===== src/rtl/microwave_timer_ctrl.sv =====
// Microwave cook timer: BCD M:SS entry from a keypad, countdown on sec_tick,
// pause on door-open/stop, and a timed done indication.
module microwave_timer_ctrl #(
    parameter int DONE_TICKS = 3
) (
    input  logic       clock,
    input  logic       reset_n,
    input  logic       keypad_valid,
    input  logic [3:0] keypad_digit,
    input  logic       start,
    input  logic       stop,
    input  logic       clear,
    input  logic       door_closed,
    input  logic       sec_tick,
    output logic [3:0] units_sec,
    output logic [3:0] tens_sec,
    output logic [3:0] minutes,
    output logic       magnetron_on,
    output logic       done
);

    localparam int CW = (DONE_TICKS < 2) ? 1 : $clog2(DONE_TICKS);
    localparam logic [CW-1:0] CNT_LAST = CW'(DONE_TICKS - 1);

    typedef enum logic [1:0] {IDLE, COOK, PAUSE, DONE} state_t;

    state_t        state, state_nxt;
    logic [3:0]    units_nxt, tens_nxt, minutes_nxt;
    logic [3:0]    units_dec, tens_dec, minutes_dec;
    logic [CW-1:0] done_cnt, cnt_nxt;
    logic          time_zero, last_sec;

    assign time_zero = (minutes == 4'd0) && (tens_sec == 4'd0) && (units_sec == 4'd0);
    assign last_sec  = (minutes == 4'd0) && (tens_sec == 4'd0) && (units_sec == 4'd1);

    // BCD countdown with borrow: units wrap 0->9, tens wrap 0->5
    always_comb begin
        units_dec   = units_sec - 4'd1;
        tens_dec    = tens_sec;
        minutes_dec = minutes;
        if (units_sec == 4'd0) begin
            units_dec = 4'd9;
            if (tens_sec == 4'd0) begin
                tens_dec    = 4'd5;
                minutes_dec = minutes - 4'd1;
            end else begin
                tens_dec = tens_sec - 4'd1;
            end
        end
    end

    always_comb begin
        state_nxt   = state;
        units_nxt   = units_sec;
        tens_nxt    = tens_sec;
        minutes_nxt = minutes;
        cnt_nxt     = done_cnt;
        if (clear) begin
            state_nxt   = IDLE;
            units_nxt   = 4'd0;
            tens_nxt    = 4'd0;
            minutes_nxt = 4'd0;
            cnt_nxt     = '0;
        end else begin
            case (state)
                IDLE: begin
                    if (stop) begin
                        units_nxt   = 4'd0;
                        tens_nxt    = 4'd0;
                        minutes_nxt = 4'd0;
                    end else if (start) begin
                        if (door_closed && !time_zero)
                            state_nxt = COOK;
                    end else if (keypad_valid && keypad_digit <= 4'd9 && units_sec <= 4'd5) begin
                        minutes_nxt = tens_sec;
                        tens_nxt    = units_sec;
                        units_nxt   = keypad_digit;
                    end
                end
                COOK: begin
                    if (stop || !door_closed) begin
                        state_nxt = PAUSE;
                    end else if (sec_tick) begin
                        units_nxt   = units_dec;
                        tens_nxt    = tens_dec;
                        minutes_nxt = minutes_dec;
                        if (last_sec) begin
                            state_nxt = DONE;
                            cnt_nxt   = '0;
                        end
                    end
                end
                PAUSE: begin
                    if (stop) begin
                        state_nxt   = IDLE;
                        units_nxt   = 4'd0;
                        tens_nxt    = 4'd0;
                        minutes_nxt = 4'd0;
                    end else if (start && door_closed) begin
                        state_nxt = COOK;
                    end
                end
                DONE: begin
                    if (stop || start) begin
                        state_nxt = IDLE;
                        cnt_nxt   = '0;
                    end else if (sec_tick) begin
                        if (done_cnt == CNT_LAST) begin
                            state_nxt = IDLE;
                            cnt_nxt   = '0;
                        end else begin
                            cnt_nxt = done_cnt + 1'b1;
                        end
                    end
                end
                default: state_nxt = IDLE;
            endcase
        end
    end

    // Outputs are registered from the next state so they change on the same edge
    always_ff @(posedge clock or negedge reset_n) begin
        if (!reset_n) begin
            state        <= IDLE;
            units_sec    <= 4'd0;
            tens_sec     <= 4'd0;
            minutes      <= 4'd0;
            done_cnt     <= '0;
            magnetron_on <= 1'b0;
            done         <= 1'b0;
        end else begin
            state        <= state_nxt;
            units_sec    <= units_nxt;
            tens_sec     <= tens_nxt;
            minutes      <= minutes_nxt;
            done_cnt     <= cnt_nxt;
            magnetron_on <= (state_nxt == COOK);
            done         <= (state_nxt == DONE);
        end
    end

endmodule


===== config.mk =====
export PLATFORM = sky130hd
export DESIGN_NAME = microwave_timer_ctrl
export DESIGN_NICKNAME = d
export VERILOG_FILES = /design/src/rtl/microwave_timer_ctrl.sv
export SDC_FILE = /design/constraint.sdc
export NUM_CORES = 1
export LEC_CHECK = 0
export ABC_AREA = 1
export CAP_MARGIN = 10
export CORE_UTILIZATION = 48
export DETAILED_ROUTE_END_ITERATION = 10
export MAX_ROUTING_LAYER = met4
export PLACE_DENSITY = 0.82
export REMOVE_ABC_BUFFERS = 1
export SYNTH_ARGS = -nofsm -noshare
export SYNTH_HDL_FRONTEND = slang
export SYNTH_SLANG_ARGS = --single-unit

===== constraint.sdc =====
create_clock -name clock -period 2.1 [get_ports clock]
set_clock_uncertainty 0.15 [all_clocks]
set_input_delay 0.315 -clock clock [delete_from_list [all_inputs] [get_ports clock]]
set_output_delay 0.315 -clock clock [all_outputs]
set_load 0.005 [all_outputs]

==> results.md <==
### Critical path
* cell family contributing the most delay on the critical path: flip-flops
* CP Cell Sequence: inv_1 > ha_1 > inv_1 > nand2_2 > nand2_4 > a21oi_2 > nand2_4 > nand2_1 > o21ai_1
* combined buffer and inverter count along the critical path: 2
* count of cells along the worst register-to-register path: 9
* destination of the worst register-to-register timing path: minutes[2]
* type of element capturing the critical path: register
* slowest stage cell, crit path: sky130_fd_sc_hd__dfrtp_1
* RR Startpoint: state[1]
* Max Fanout on Critical Path: 8
* number of cells on the critical path: 9
* category of the most critical setup path: register to register
* R2R setup slack: 0.19 ns
* Data arrival, critical path: 1.94 ns
* maximum single-stage delay on the critical path: 0.45 ns
* critical path data required time: 2.13 ns
* startpoint class of the critical path: register

### GRT
* total global routing overflow: 0
* maximum number of pins on one net before global-route repair: 19
* wire length of the first global-routing pass: 5800 microns
* layer with the highest usage after global routing: met2
* initial antenna violation count: 0
* All-Layer GR Usage: 0.234
* global-route track usage on met3: 0.0313
* number of global-route vias before repair: 1336
* met1 routing resource usage after global routing: 0.307
* GR Layer Usage met2: 0.369

### Timing
* Rel. slew slack: 0.764
* fin. max-slew vios: 0
* least setup slack across all paths after layout: 0.194 ns
* setup repair after global routing missed its margin: no
* setup total negative slack: 0 ns
* hold_ws: 0.185 ns
* Tightest Pin Transition: 0.350 ns
* period utilization: 0.908
* timing-limited maximum frequency: 525 MHz
* total setup violations reported at the end of the flow: 0
* minimum clock period after layout: 1.91 ns
* Hold Violations, Final: 0

### CTS
* clock edge transition at the registers on the reported setup and hold paths: 0.10 ns
* number of buffers on the longest clock path: 2
* count of hold-fix buffers inserted at cts: 0
* number of buffers created by CTS: 3
* TritonCTS clock tree: yes
* clock root buffer master: sky130_fd_sc_hd__clkbuf_4
* number of setup buffers added after CTS: 0
* number of gates resized after CTS: 0
* clock insertion delay at the later pin of the skew report: 0.29 ns
* clock tree sinks: 18
* number of H-tree levels: 1

### Power
* Cell Int Power: 573 uW
* sequential fraction of design power: 0.434
* proportion of power drawn by the clock network: 0.194
* Switching Share: 0.366
* pwr/cell area: 501 nW/um^2
* static leakage: 0.853 nW
* combinational fraction of design power: 0.372
* Peak supply drop: 300 uV
* switching power: 330 uW

### Synthesis
* cells taking the most area after synthesis: sky130_fd_sc_hd__dfrtp_1, sky130_fd_sc_hd__nand2_1, sky130_fd_sc_hd__ha_1, sky130_fd_sc_hd__nand3_1, sky130_fd_sc_hd__inv_1
* most area-hungry cell type in the Yosys netlist: sky130_fd_sc_hd__dfrtp_1
* commonest register cell after synthesis: sky130_fd_sc_hd__dfrtp_1
* register bit total from synthesis: 18
* most common cell in the synthesized netlist: sky130_fd_sc_hd__nand2_1
* area share of the largest cell type after synthesis: 0.303
* instance count of the mapped netlist: 207
* proportion of synthesized chip area in sequential cells: 0.303
* number of distinct library cells after synthesis: 31
* cell area after technology mapping: 1490 sq um
* average footprint of a synthesized cell: 7.17 sq um
* number of synthesized flops with an enable pin: 0
* Async SR Flop Fraction: 1.00
* yosys synthesis warning count: 0
* commonest cells in the netlist: sky130_fd_sc_hd__nand2_1, sky130_fd_sc_hd__inv_1, sky130_fd_sc_hd__nand3_1

### Place
* # port buffers: 25
* worst-case setup slack after placement: 0.0720 ns
* cell total after placement: 266
* final weighted congestion in routability-driven placement: 1.00
* detailed placer's ending HPWL: 2750 microns

### Floorplan
* die width: 57.6 microns
* height of the die: 57.6 microns
* Initial Utilization: 0.521
* standard cell core area: 2850 sq um
* number of ports placed on the die boundary: 26
* area of the die: 3320 sq um
* placement row count: 19

### Finish
* ant diodes: 0
* fillcell total: 274
* Layout area overhead: 21.4%
* net count of the finished layout: 261
* count of non-filler cells in the finished layout: 269
* fraction of layout cells with a size suffix above 1: 0.134

### Routing
* DR vias: 1479
* Iteration-0 DRC Markers: 47
* detailed-router iteration count before antenna repair: 7
* number of remaining DRC errors: 1
* average wire length per cell after detail routing: 12.7 microns
* Total Routed Length: 3410 microns
* number of routed nets with antenna violations: 0
* Via density: 5.50

### Outcome
* outcome: complete, but fails checks
* violations in the final reports: DRC

### Flow run
* Max Cap Viol: 0

### Min path
* path class of the lowest-slack min-delay path: input port to asynchronous set/reset pin

-- cell type report --
type,instances,area (sq um),area share
sequential,18,450,0.250
timing repair buffer,30,288,0.160
clock buffer,3,22.5,0.0125
tap,31,38.8,0.0215
multi-input combinational,159,888,0.493
inverter,28,115,0.0638
-- state kept, by name, indices dropped and copies added (netlist names) --
name and flops:
minutes 4, tens_sec 4, done_cnt 2, done 1, units_sec 4, magnetron_on 1, state 2
-- cell families after synthesis --
logic type	count (synthesis)	share of synthesized area
DFF	18	0.303
AOI/OAI and AO/OA	33	0.129
xor gates and xnor gates	4	0.0236
buffers and inverters	30	0.0986
adders and majority gates	9	0.0758
and+or+nand+nor	113	0.370
-- worst max path at each step --
stage	slack [ns]	start	to
after global routing	0.02	state[1]	minutes[2]
after floorplan	0.43	state[1]	minutes[3]
after CTS	0.20	state[1]	minutes[1]
after detailed placement	0.07	stop	units_sec[1]
after global placement	0.15	clear	minutes[0]
final	0.19	state[1]	minutes[2]
-- worst register-to-register path: cells and delay by family, from the launching register on --
family,cells,cell delay [ns]
flops,1,0.45
fa+ha+maj,1,0.38
simple gates,4,0.35
buf+inv,2,0.26
compound gates,2,0.21
-- placed cells by master, fill, tap and decap left out, types with 4 or more instances in the layout --
cell,Yosys,final
sky130_fd_sc_hd__buf_4,0,5
sky130_fd_sc_hd__nand2_1,54,54
sky130_fd_sc_hd__nand3_1,19,19
sky130_fd_sc_hd__o21ai_0,14,14
sky130_fd_sc_hd__nand4_1,5,5
sky130_fd_sc_hd__inv_1,21,21
sky130_fd_sc_hd__clkdlybuf4s50_1,0,25
sky130_fd_sc_hd__o21ai_1,7,7
sky130_fd_sc_hd__ha_1,9,9
sky130_fd_sc_hd__inv_2,4,4
sky130_fd_sc_hd__nand2_2,5,5
sky130_fd_sc_hd__nor2_1,16,16
sky130_fd_sc_hd__dfrtp_1,18,18
sky130_fd_sc_hd__nand2_4,5,5
-- power by group through the flow --
| stage | logic, mW | clock network (mW) | registers, mW |
|---|---|---|---|
| finish | 0.336 | 0.175 | 0.392 |
| CTS | 0.335 | 0.177 | 0.391 |
| floorplan | 0.213 | 0 | 0.394 |
| global route | 0.375 | 0.196 | 0.394 |
| detailed placement | 0.333 | 0 | 0.398 |
| global placement | 0.328 | 0 | 0.397 |
-- stage by stage --
stage                     utilization  area [sq um]  total power [mW]
after floorplan                     -          1450             0.607
after global placement          0.624          1780             0.725
after detailed placement        0.624          1780             0.732
after CTS                       0.632          1800             0.904
after global routing            0.632          1800             0.965
final                           0.632          1800             0.903
-- metal layers --
layer | routed length [microns] | part of all wire
met1 | 1610 | 0.47
met2 | 1640 | 0.48
met3 | 124 | 0.036
met4 | 33 | 0.0097
met5 | 0 | 0
(Power assumes the default switching activity.)
